File: src/rtl/handshake_sender.sv
// Four-phase req/ack sender: captures a payload, raises req, and completes when the synchronised ack returns low.
// Optional abort timer enabled by defining HANDSHAKE_SENDER_TIMEOUT_EN.
module handshake_sender #(
  parameter int WIDTH          = 8,
  parameter int SYNC_STAGES    = 2,
  parameter int TIMEOUT_CYCLES = 255
) (
  input  logic             clk,
  input  logic             reset,
  input  logic             send,
  input  logic [WIDTH-1:0] data_in,
  input  logic             ack_async,
  output logic             req,
  output logic [WIDTH-1:0] data_out,
  output logic             busy,
`ifdef HANDSHAKE_SENDER_TIMEOUT_EN
  output logic             timeout,
`endif
  output logic             done
);

  if (SYNC_STAGES < 2 || TIMEOUT_CYCLES < 1) begin : g_param_check
    $error("handshake_sender: SYNC_STAGES must be >= 2 and TIMEOUT_CYCLES >= 1");
  end

  typedef enum logic [1:0] {
    S_IDLE        = 2'd0,
    S_REQ_HI      = 2'd1,
    S_WAIT_ACK_LO = 2'd2
  } state_t;

  state_t                 r_state;
  state_t                 w_state_nxt;
  logic [SYNC_STAGES-1:0] r_ack_sync;
  logic                   w_ack_s;
  logic                   w_capture;
  logic                   w_done_nxt;
  logic                   r_req;
  logic                   r_busy;
  logic                   r_done;
  logic [WIDTH-1:0]       r_data;

`ifdef HANDSHAKE_SENDER_TIMEOUT_EN
  localparam int CNT_W = ($clog2(TIMEOUT_CYCLES + 1) > 8) ? $clog2(TIMEOUT_CYCLES + 1) : 8;
  // Compared against the pre-increment count so the abort lands exactly TIMEOUT_CYCLES edges after accept.
  localparam logic [CNT_W-1:0] CNT_LIM = CNT_W'(TIMEOUT_CYCLES - 1);

  logic [CNT_W-1:0] r_cnt;
  logic             r_timeout;
  logic             w_timeout_nxt;
`endif

  assign w_ack_s = r_ack_sync[SYNC_STAGES-1];

  always_comb begin
    w_state_nxt = r_state;
    w_capture   = 1'b0;
    w_done_nxt  = 1'b0;
    case (r_state)
      S_IDLE: begin
        // A stale ack from the previous transfer blocks a new request.
        if (send && !w_ack_s) begin
          w_state_nxt = S_REQ_HI;
          w_capture   = 1'b1;
        end
      end
      S_REQ_HI: begin
        if (w_ack_s) w_state_nxt = S_WAIT_ACK_LO;
      end
      S_WAIT_ACK_LO: begin
        if (!w_ack_s) begin
          w_state_nxt = S_IDLE;
          w_done_nxt  = 1'b1;
        end
      end
      default: w_state_nxt = S_IDLE;
    endcase
`ifdef HANDSHAKE_SENDER_TIMEOUT_EN
    w_timeout_nxt = 1'b0;
    // A normal completion on the same edge wins over the abort.
    if (r_state != S_IDLE && w_state_nxt != S_IDLE && r_cnt == CNT_LIM) begin
      w_state_nxt   = S_IDLE;
      w_timeout_nxt = 1'b1;
    end
`endif
  end

  always_ff @(posedge clk or posedge reset) begin
    if (reset) begin
      r_state    <= S_IDLE;
      r_ack_sync <= '0;
      r_req      <= 1'b0;
      r_busy     <= 1'b0;
      r_done     <= 1'b0;
      r_data     <= '0;
`ifdef HANDSHAKE_SENDER_TIMEOUT_EN
      r_cnt      <= '0;
      r_timeout  <= 1'b0;
`endif
    end else begin
      r_state    <= w_state_nxt;
      r_ack_sync <= {r_ack_sync[SYNC_STAGES-2:0], ack_async};
      r_req      <= (w_state_nxt == S_REQ_HI);
      r_busy     <= (w_state_nxt != S_IDLE);
      r_done     <= w_done_nxt;
      if (w_capture) r_data <= data_in;
`ifdef HANDSHAKE_SENDER_TIMEOUT_EN
      r_timeout <= w_timeout_nxt;
      if (w_capture)              r_cnt <= '0;
      else if (r_state != S_IDLE) r_cnt <= r_cnt + 1'b1;
`endif
    end
  end

  assign req      = r_req;
  assign busy     = r_busy;
  assign done     = r_done;
  assign data_out = r_data;
`ifdef HANDSHAKE_SENDER_TIMEOUT_EN
  assign timeout  = r_timeout;
`endif

endmodule

File: config.mk
export PLATFORM = sky130hd
export DESIGN_NAME = handshake_sender
export DESIGN_NICKNAME = d
export VERILOG_FILES = /design/src/rtl/handshake_sender.sv
export SDC_FILE = /design/constraint.sdc
export NUM_CORES = 1
export LEC_CHECK = 0
export BUFFER_PORTS_ARGS = -buffer_cell sky130_fd_sc_hd__buf_4
export CAP_MARGIN = 40
export CORE_AREA = 5 5 42 44
export CTS_BUF_LIST = sky130_fd_sc_hd__clkbuf_4 sky130_fd_sc_hd__clkbuf_8
export DETAILED_ROUTE_END_ITERATION = 8
export DIE_AREA = 0 0 47 49
export HOLD_SLACK_MARGIN = 0.06
export PLACE_DENSITY = 0.76
export SYNTH_ARGS = -nofsm -noshare
export SYNTH_HDL_FRONTEND = slang
export SYNTH_SLANG_ARGS = --single-unit
File: constraint.sdc
create_clock -name clk -period 1.5 [get_ports clk]
set_input_delay 0.3 -clock clk [delete_from_list [all_inputs] [get_ports clk]]
set_output_delay 0.3 -clock clk [all_outputs]
set_load 0.02 [all_outputs]
---- Word-level counts from Yosys, hierarchy flattened ----
Cells that the tools add are included.
W data, S select, Z words.
operators by class
  reductions and logical operators ........ 4
  multiplexer cells ....................... 8
  equality and inequality tests ........... 3
operators by type and width
  cell                  number
  $mux W2               3
  $pmux W2 S3           1
  $eq A2 B1 Y1 const B  2
  $mux W1               4
  $eq A2 B2 Y1 const B  1
  $logic_not A2 Y1      1
  $reduce_bool A2 Y1    1
  $logic_and A1 B1 Y1   1
  $logic_not A1 Y1      1
storage, ports and cells
  bits of input ports ..................... 12
  output and inout bits ................... 11
  register bits ........................... 15

---- Longest topological paths before layout ----
Gate-level depths: netlist (run 1).
  word-level depth ........................ 5
  mapped depth ............................ 3
  mapped depth without buffers ............ 3

---- Worst setup path after synthesis (run 1) ----
Ideal clock, no wire load.
  path kind ............................... reg-to-reg
  start point ............................. register r_ack_sync[1]
  end point ............................... register r_data[0], in the netlist data_out[0]
  path buffers ............................ 0
  required time ........................... 1.375 ns
  library setup time ...................... 0.125 ns
  cell stages (with the launch flop) ...... 3
  arrival time ............................ 1.284 ns
  slack ................................... 0.091 ns
  cells stage by stage .................... dfrtp_1 -> nor4b_4 -> mux2_2
between the ends
  word-level cells in the longest chain between the ends .. 4
RTL lines
  item                    line  RTL
  start, declared         34    logic [SYNC_STAGES-1:0] r_ack_sync;
  start signal, assigned  102   r_ack_sync <= {r_ack_sync[SYNC_STAGES-2:0], ack_async};
  $logic_not A1 Y1        n/a
  $logic_and A1 B1 Y1     62    if (send && !w_ack_s) begin
  $mux W1                 62
  $mux W1                 59    case (r_state)
  end signal, assigned    106   if (w_capture) r_data <= data_in;
  end, declared           41    logic [WIDTH-1:0] r_data;
No other way between the ends.
A chain may end at the register's enable or synchronous reset.

---- Final worst setup path (run 1) ----
  start point ............................. register r_ack_sync[1]
  end point ............................... register r_data[2], in the netlist data_out[2]
The elaborated chain is that of the path after synthesis.

==> summary.txt, run 1 <==
STA
  • Tightest Pin Transition: 0.538 ns
  • Max Freq: 0.709 GHz
  • Fin. Hold Viols: 0
  • Setup TNS: 0 ns
  • Min cycle time layout: 1.41 ns
  • RSZ-0062 raised after global routing: no
  • Rel. slew slack: 64.1%
  • Final period utilization: 94.0%
  • Setup Viol. Count Final: 0
  • Clk_skew: 0.00169 ns
  • Final Max Slew Viols: 0

Layout
  • Share of cells above drive strength 1: 58.1%
  • Most common cell after layout, fill and taps aside: buf_4
  • Antenna Cells: 0
  • Commonest cells after routing, fill and taps aside: 23 x buf_4, 15 x dfrtp_1, 8 x mux2_2
  • Layout area overhead: 39.4%
  • Register Area: 375 um^2
  • Fillers: 137
  • Design area: 771 um^2
  • Area of the multi-input gates: 165 um^2
  • Final nets: 75

Route
  • DR iter-0 viols: 0
  • Drt first pass iters: 1
  • DRT antenna net count: 0
  • Routed wire per std cell: 12.7 um
  • Final WL: 991 um
  • Post-route DRC: 0
  • Via/cell ratio: 4.73
  • Detailed-route via count: 369

Clock network
  • CTS resizes: 0
  • Setup Buffers After CTS: 0
  • TritonCTS sink count: 15
  • Clk_lat worst skew: 0.28 ns
  • H-tree depth: 1
  • CTS max path bufs: 2
  • CTS Buf Count: 3
  • CTS tree: yes
  • Root cell of the clock tree: clkbuf_4
  • Reg clk slew, reported paths: 0.08 ns
  • Cts hold-fix bufs: 0

Yosys
  • Largest area contributor in the netlist: dfrtp_1
  • Area fraction of the dominant cell type after synthesis: 67.9%
  • Netlist Area Pre-Place: 553 um^2
  • Synth cell types: 12
  • Syn_nets: 48
  • YS warnings: 0
  • Synth top area cells: dfrtp_1 68%, mux2_2 16%, nor4b_4 4.3%
  • Post-Synthesis Cells: 36
  • Register area share after synthesis: 67.9%
  • Seq cells post-synth: 15
  • Syn Area/Cell: 15.4 um^2

Global routing
  • M1 GR Usage: 11.3%
  • Vias in the first global route: 427
  • Largest net degree at the start of global routing: 16
  • First-pass GRT wire length: 1730 um
  • Met2 Resource Use GR: 17.6%
  • Initial antenna violation count: 0
  • GRT Util Overall: 10.5%
  • Global routing's busiest layer: met2
  • Grt ovf: 0
  • Global-route track usage on met3: 2.58%

Floorplanning
  • Die span in x: 47 um
  • Initial Util: 39.5%
  • Row count: 14
  • DIE AREA: 0.00230 mm^2
  • Core region area: 0.00140 mm^2
  • Io pins: 23
  • Die height: 49 um

Critical path
  • CP Class: reg2reg
  • Top Family by Delay on Critical Path: flip-flops
  • Arr. time, crit path: 1.57 ns
  • Slowest Stage Delay on Critical Path: 0.46 ns
  • Crit-path cells: nor4b_4, buf_4, mux2_2
  • Crit start category: flop
  • Req. time, crit path: 1.66 ns
  • Buf/Inv on CP: 1
  • Crit Path Max Fanout: 8
  • R2R setup slack: 0.09 ns
  • CP endpoint kind: flop
  • FF-to-FF End: data_out[2]
  • Worst r2r src: r_ack_sync[1]
  • R2R depth: 3
  • Slowest CP cell: dfrtp_1

Power and ir drop
  • Internal power: 0.782 mW
  • Pwr Total: 1.12 mW
  • VDD IR max: 0.712 mV
  • P_sw: 0.334 mW
  • Reg power frac: 48.2%
  • Sw Share: 29.9%
  • Comb power frac: 30.0%
  • Leakage: 0.374 nW
  • PD cells: 1450 mW/mm^2
  • Clock share of power: 21.7%

Place
  • Routability cong.: 0.642
  • IO Port Bufs: 22
  • HPWL Detailed: 777 um
  • Placed instance area: 741 um^2

Hold path
  • Hold crit path type: in2async

Status
  • Status: finished, final reports clean

Job
  • Max-cap violations: 0
==> worst reg2reg max path, cell delays in order (launching register included) <==
cell and delay (ns):
dfrtp_1 0.46, nor4b_4 0.29, buf_4 0.20, mux2_2 0.35
==> synth_stat cells <==
library cell and number:
nor3_1 2, dfrtp_1 15, a21oi_1 1, o21ai_0 1, nor3b_1 1, clkbuf_2 1, mux2_2 8, nor4b_4 1
nand3b_1 1, nor2_1 2, inv_1 2, xnor2_1 1
==> stage by stage <==
step	hold WS, ns	utilization (%)	cells	worst slack (ns)
after floorplan	0.201	-	36	0.0909
after global placement	0.337	52.9	74	0.134
after detailed placement	0.336	52.9	74	0.0948
after CTS	0.0855	55.0	78	0.0801
after global routing	0.114	55.0	78	0.0422
final	0.0580	55.0	78	0.0897
==> state kept, by name (all words and copies together) (netlist names) <==
register / flops
busy: 1
data_out: 8
done: 1
r_ack_sync: 2
r_state: 2
req: 1
==> metal layers <==
metal / wire [um] / up-vias
met5: 0 / -
met4: 8 / 0
met3: 72 / 2
met2: 543 / 13
met1: 367 / 179
li1: - / 175
==> how the worst max path moves through the flow <==
stage / to / startpoint / cells after the start / slack [ns]
detailed placement: data_out[2] / r_ack_sync[1] / 3 / 0.09
floorplan: data_out[0] / r_ack_sync[1] / 2 / 0.09
global route: data_out[2] / r_ack_sync[1] / 3 / 0.04
CTS: data_out[2] / r_ack_sync[1] / 3 / 0.08
global placement: data_out[3] / r_ack_sync[1] / 3 / 0.13
finish: data_out[2] / r_ack_sync[1] / 3 / 0.09
==> layout make-up <==
type | instances | share of cell area [%]
inverter | 2 | 0.974
multi-input combinational | 18 | 21.4
timing repair buffer | 23 | 22.4
sequential | 15 | 48.7
clock buffer | 4 | 3.90
tap | 16 | 2.60
==> cell families after synthesis <==
kind of cell    Yosys count  synth area share [%]
buf+inv                   3                  2.26
compound gates            2                  1.81
simple gates              7                  10.2
flops                    15                  67.9
xor+xnor                  1                  1.58
mux                       8                  16.3
==> power groups by stage <==
stage | logic, mW | registers, mW | clock network, mW
after global placement | 0.335 | 0.544 | 0
after CTS | 0.341 | 0.541 | 0.249
final | 0.335 | 0.538 | 0.242
after detailed placement | 0.341 | 0.548 | 0
after global routing | 0.361 | 0.550 | 0.270
after floorplan | 0.101 | 0.625 | 0
No activity file was read; power rests on OpenSTA's default activity.
==> inputs of run 2 (changes only) <==
--- a/config.mk
+++ b/config.mk
@@ -7,12 +7,14 @@
 export LEC_CHECK = 0
 export BUFFER_PORTS_ARGS = -buffer_cell sky130_fd_sc_hd__buf_4
 export CAP_MARGIN = 40
-export CORE_AREA = 5 5 42 44
+export CELL_PAD_IN_SITES_DETAIL_PLACEMENT = 0
+export CELL_PAD_IN_SITES_GLOBAL_PLACEMENT = 1
+export CORE_MARGIN = 5
+export CORE_UTILIZATION = 37
 export CTS_BUF_LIST = sky130_fd_sc_hd__clkbuf_4 sky130_fd_sc_hd__clkbuf_8
 export DETAILED_ROUTE_END_ITERATION = 8
-export DIE_AREA = 0 0 47 49
 export HOLD_SLACK_MARGIN = 0.06
-export PLACE_DENSITY = 0.76
+export PLACE_DENSITY = 0.83
 export SYNTH_ARGS = -nofsm -noshare
 export SYNTH_HDL_FRONTEND = slang
 export SYNTH_SLANG_ARGS = --single-unit
==> run 2 against run 1 <==
Compared with the run above:
- critical path depth stayed put
- critical path type unchanged
- global-route usage increased by 0.36 points
- sequential cell count unchanged
==> summary.txt, run 2 (synthesis gave the netlist of run 1 again) <==
Status
  • Status: finished, final reports clean

Route
  • DRT antenna net count: 0
  • Detailed-route via count: 374
  • Post-route DRC: 0
  • Final WL: 1050 um
  • Drt first pass iters: 1
  • DR iter-0 viols: 0
  • Routed wire per std cell: 13.3 um
  • Via/cell ratio: 4.73

Layout
  • Layout area overhead: 40.7%
  • Max reg flops: 8
  • Area of the multi-input gates: 165 um^2
  • Share of cells above drive strength 1: 58.7%
  • Register Area: 375 um^2
  • Commonest cells after routing, fill and taps aside: 24 x buf_4, 15 x dfrtp_1, 8 x mux2_2
  • Most common cell after layout, fill and taps aside: buf_4
  • Final nets: 76
  • Layout Utilization: 53.5%
  • Antenna Cells: 0
  • Fillers: 132

Clock network
  • Reg clk slew, reported paths: 0.08 ns
  • Clk_lat worst skew: 0.27 ns
  • CTS tree: yes
  • CTS Buf Count: 3
  • Root cell of the clock tree: clkbuf_4
  • H-tree depth: 1
  • CTS resizes: 0
  • Setup Buffers After CTS: 0
  • CTS max path bufs: 2
  • Cts hold-fix bufs: 0
  • TritonCTS sink count: 15

Critical path
  • CP Class: reg2reg
  • Crit-path cells: nor4b_4, buf_4, mux2_2
  • R2R setup slack: 0.10 ns
  • CP endpoint kind: flop
  • Arr. time, crit path: 1.56 ns
  • Crit start category: flop
  • Crit Path Max Fanout: 6
  • Req. time, crit path: 1.66 ns
  • Slowest Stage Delay on Critical Path: 0.46 ns
  • Slowest CP cell: dfrtp_1

Power and ir drop
  • PD cells: 1430 mW/mm^2
  • VDD IR max: 0.647 mV
  • Leakage: 0.379 nW
  • Pwr Total: 1.12 mW

Global routing
  • Grt ovf: 0
  • Vias in the first global route: 425
  • Largest net degree at the start of global routing: 16
  • First-pass GRT wire length: 1940 um
  • Initial antenna violation count: 0
  • GRT Util Overall: 10.8%

STA
  • Max Freq: 0.716 GHz
  • Rel. slew slack: 63.0%
  • Tightest Pin Transition: 0.554 ns
  • Final Max Slew Viols: 0
  • Fin. Hold Viols: 0
  • RSZ-0062 raised after global routing: no
  • Min cycle time layout: 1.40 ns
  • Setup Viol. Count Final: 0
  • Clk_skew: 0.00295 ns
  • Final period utilization: 93.1%
  • Setup TNS: 0 ns

Floorplanning
  • Die height: 48.7 um
  • DIE AREA: 0.00237 mm^2
  • Initial Util: 38.0%
  • Row count: 14
  • Die span in x: 48.7 um
  • Core region area: 0.00145 mm^2
  • Io pins: 23

Place
  • Routability cong.: 0.685
  • HPWL Detailed: 825 um
  • IO Port Bufs: 22

Job
  • Max-cap violations: 0

Hold path
  • Hold crit path type: in2async
run 2: critical path: cells and delay by family (launching register included):
kind | cells | cell delay [ns]
DFF | 1 | 0.46
muxes | 1 | 0.33
buffers and inverters | 1 | 0.18
and+or+nand+nor | 1 | 0.31
run 2: final timing paths:
kind / end / cells after the start / start
max: data_out[4] / 3 / r_ack_sync[1]
min: data_out[5] / 2 / reset
max reg2reg: data_out[4] / 3 / r_ack_sync[1]
min reg2reg: r_ack_sync[1] / 0 / r_ack_sync[0]
max in group asynchronous: data_out[6] / 2 / reset
min in group clk: r_ack_sync[0] / 1 / ack_async
run 2: where the power goes:
| group | switching [mW] | internal, mW | total (mW) |
|---|---|---|---|
| combinational | 0.163 | 0.178 | 0.341 |
| clock | 0.117 | 0.121 | 0.238 |
| sequential | 0.0525 | 0.485 | 0.538 |
run 2: metal layers:
layer	vias to the layer above	GRT usage, %	part of all wire [%]
met5	-	0	0
met4	0	6.73	1.5
met3	2	5.52	9.3
met2	19	15.7	46
met1	177	12.5	43
li1	176	-	-
run 2: cell type report:
type	instances	area share, %
repair buffers	24	23.2
flip-flops and latches	15	48.2
well taps	16	2.57
inverters	2	0.965
multi-input cells	18	21.2
clock buffers	4	3.86
run 2: stage by stage:
stage	setup WS [ns]	hold WS [ns]	std cells	area (um^2)
global placement	0.150	0.335	75	748
detailed placement	0.116	0.346	75	748
CTS	0.101	0.0889	79	778
finish	0.104	0.0702	79	778
floorplan	0.0909	0.201	36	553
global route	0.0245	0.0980	79	778
==> inputs of run 3 (changes only) <==
--- a/config.mk
+++ b/config.mk
@@ -5,12 +5,13 @@
 export SDC_FILE = /design/constraint.sdc
 export NUM_CORES = 1
 export LEC_CHECK = 0
+export ABC_AREA = 1
 export BUFFER_PORTS_ARGS = -buffer_cell sky130_fd_sc_hd__buf_4
 export CAP_MARGIN = 40
 export CELL_PAD_IN_SITES_DETAIL_PLACEMENT = 0
 export CELL_PAD_IN_SITES_GLOBAL_PLACEMENT = 1
 export CORE_MARGIN = 5
-export CORE_UTILIZATION = 37
+export CORE_UTILIZATION = 35
 export CTS_BUF_LIST = sky130_fd_sc_hd__clkbuf_4 sky130_fd_sc_hd__clkbuf_8
 export DETAILED_ROUTE_END_ITERATION = 8
 export HOLD_SLACK_MARGIN = 0.06
==> run 3 against run 2 <==
Compared with the run above:
- sequential cell count unchanged
- first-iteration DRC count up 9
- global-route usage down 1.2 points
- final cell count is 20% higher
- worst hold slack worse by 0.011 ns
- maximum frequency is 23% higher
- setup slack better by 0.26 ns
- largest cell class unchanged
- largest power group unchanged
==> summary.txt, run 3 <==
STA
  • Final period utilization: 75.6%
  • Setup TNS: 0 ns
  • Max Freq: 0.882 GHz
  • Final Max Slew Viols: 0
  • Setup Viol. Count Final: 0
  • Tightest Pin Transition: 0.527 ns
  • Min cycle time layout: 1.13 ns
  • RSZ-0062 raised after global routing: no
  • Fin. Hold Viols: 0
  • Clk_skew: 0.00390 ns
  • Rel. slew slack: 64.8%

Critical path
  • Crit-path cells: buf_4
  • Crit path capture: data_out[6]
  • Slowest Stage Delay on Critical Path: 0.40 ns
  • Crit Path Max Fanout: 2
  • Slowest CP cell: dfrtp_1
  • Levels on crit path: 1
  • Req. time, crit path: 1.20 ns
  • Top Family by Delay on Critical Path: flip-flops
  • Buf/Inv on CP: 1
  • Worst r2r src: r_state[0]
  • CP startpoint: data_out[6]
  • Arr. time, crit path: 0.83 ns
  • CP Class: reg2out
  • Crit start category: flop
  • R2R depth: 4
  • R2R setup slack: 0.46 ns
  • FF-to-FF End: data_out[7]
  • CP endpoint kind: primary output

Floorplanning
  • Initial Util: 37.3%
  • Die span in x: 50.3 um
  • Row count: 14
  • Core region area: 0.00152 mm^2
  • Io pins: 23
  • DIE AREA: 0.00253 mm^2
  • Die height: 50.3 um

Place
  • Placed instance area: 742 um^2
  • IO Port Bufs: 22
  • Routability cong.: 0.750
  • HPWL Detailed: 880 um

Status
  • Status: finished, final reports clean

Route
  • Via/cell ratio: 4.64
  • Post-route DRC: 0
  • Final WL: 1120 um
  • Detailed-route via count: 441
  • DRT antenna net count: 0
  • Routed wire per std cell: 11.8 um
  • DR iter-0 viols: 9
  • Drt first pass iters: 4

Yosys
  • Synth cell count leaders: 18 x nand2_1, 15 x dfrtp_1, 8 x nand3_1, 4 x inv_1
  • Mux contribution to synthesized area: 0%
  • Area fraction of the dominant cell type after synthesis: 66.1%
  • Largest area contributor in the netlist: dfrtp_1
  • Syn_nets: 66
  • Register area share after synthesis: 66.1%
  • Netlist Area Pre-Place: 568 um^2
  • Number of flops mapped to enable cells by yosys: 0
  • Synth Flop Type: dfrtp_1
  • Synth async-reset ratio: 100%
  • Post-synthesis adder-cell area fraction: 0%
  • Post-Synth XOR/XNOR Area: 0%
  • Synth cell types: 11
  • Synth top area cells: dfrtp_1 66%, nand2_1 12%, nand3_1 7.0%
  • Seq cells post-synth: 15
  • YS warnings: 0
  • Combinational family with the most area after synthesis: simple AND/OR/NAND/NOR gates
  • Syn Area/Cell: 10.5 um^2
  • Most frequent cell after synthesis: nand2_1
  • Simple-gate share of the synthesized area: 27.5%
  • Compound-Gate Fraction of Synth Area: 1.76%
  • Post-Synthesis Cells: 54

Global routing
  • Initial antenna violation count: 0
  • Grt ovf: 0
  • GRT Util Overall: 9.64%
  • Largest net degree at the start of global routing: 16
  • First-pass GRT wire length: 1800 um
  • Vias in the first global route: 406

Clock network
  • Clk_lat worst skew: 0.27 ns
  • CTS tree: yes
  • Reg clk slew, reported paths: 0.08 ns
  • Setup Buffers After CTS: 0
  • H-tree depth: 1
  • CTS max path bufs: 2
  • CTS Buf Count: 3
  • TritonCTS sink count: 15
  • Cts hold-fix bufs: 0
  • CTS resizes: 0
  • Root cell of the clock tree: clkbuf_4

Layout
  • Most common cell after layout, fill and taps aside: buf_4
  • Share of cells above drive strength 1: 36.7%
  • Antenna Cells: 0
  • Max reg flops: 8
  • Layout area overhead: 35.9%
  • Final nets: 92
  • Commonest cells after routing, fill and taps aside: 22 x buf_4, 18 x nand2_1, 15 x dfrtp_1
  • Design area: 772 um^2

Job
  • Max-cap violations: 0

Power and ir drop
  • Leakage: 0.433 nW
  • PD cells: 1310 mW/mm^2
  • Pwr Total: 1.01 mW
  • VDD IR max: 0.628 mV

Hold path
  • Hold crit path type: in2async
run 3: report_power, final:
part	internal (mW)	switching [mW]	total (mW)
clock network	0.121	0.115	0.236
registers	0.466	0.0383	0.504
logic	0.116	0.153	0.269
run 3: worst min-delay path by stage:
stage                        startpoint  slack, ns             to  cells after the start
after floorplan                   reset       0.20           busy                      1
after global placement    r_ack_sync[0]       0.34  r_ack_sync[1]                      0
after detailed placement  r_ack_sync[0]       0.34  r_ack_sync[1]                      0
after CTS                         reset       0.08    data_out[2]                      2
after global routing              reset       0.09    data_out[7]                      2
final                             reset       0.06    data_out[6]                      2
run 3: logic make-up after synthesis:
group	Yosys count
AND/OR/NAND/NOR	32
flip-flops	15
buffers and inverters	5
AO/OA/AOI/OAI	2
run 3: area by class of cell:
cell class,count,area [um^2]
timing repair buffer,22,165
clock buffer,4,30.0
tap,16,20.0
multi-input combinational,34,166
inverter,4,15.0
sequential,15,375
fill,144,752
run 3: per-stage QoR:
| stage | instances | hold slack [ns] | utilization, % | setup slack, ns |
|---|---|---|---|---|
| 5_1_grt | 95 | 0.0905 | 50.7 | 0.325 |
| 4_1_cts | 95 | 0.0793 | 50.7 | 0.358 |
| 3_5_place_dp | 91 | 0.339 | 48.7 | 0.457 |
| 6_report | 95 | 0.0592 | 50.7 | 0.366 |
| 2_1_floorplan | 54 | 0.201 | - | 0.577 |
| 3_3_place_gp | 91 | 0.336 | 48.7 | 0.484 |
run 3: per-layer routing:
| layer | global-route usage (%) | part of all wire (%) |
|---|---|---|
| met2 | 12.8 | 43 |
| met3 | 3.85 | 11 |
| met5 | 0 | 0 |
| met4 | 7.86 | 1.8 |
| met1 | 12.1 | 44 |
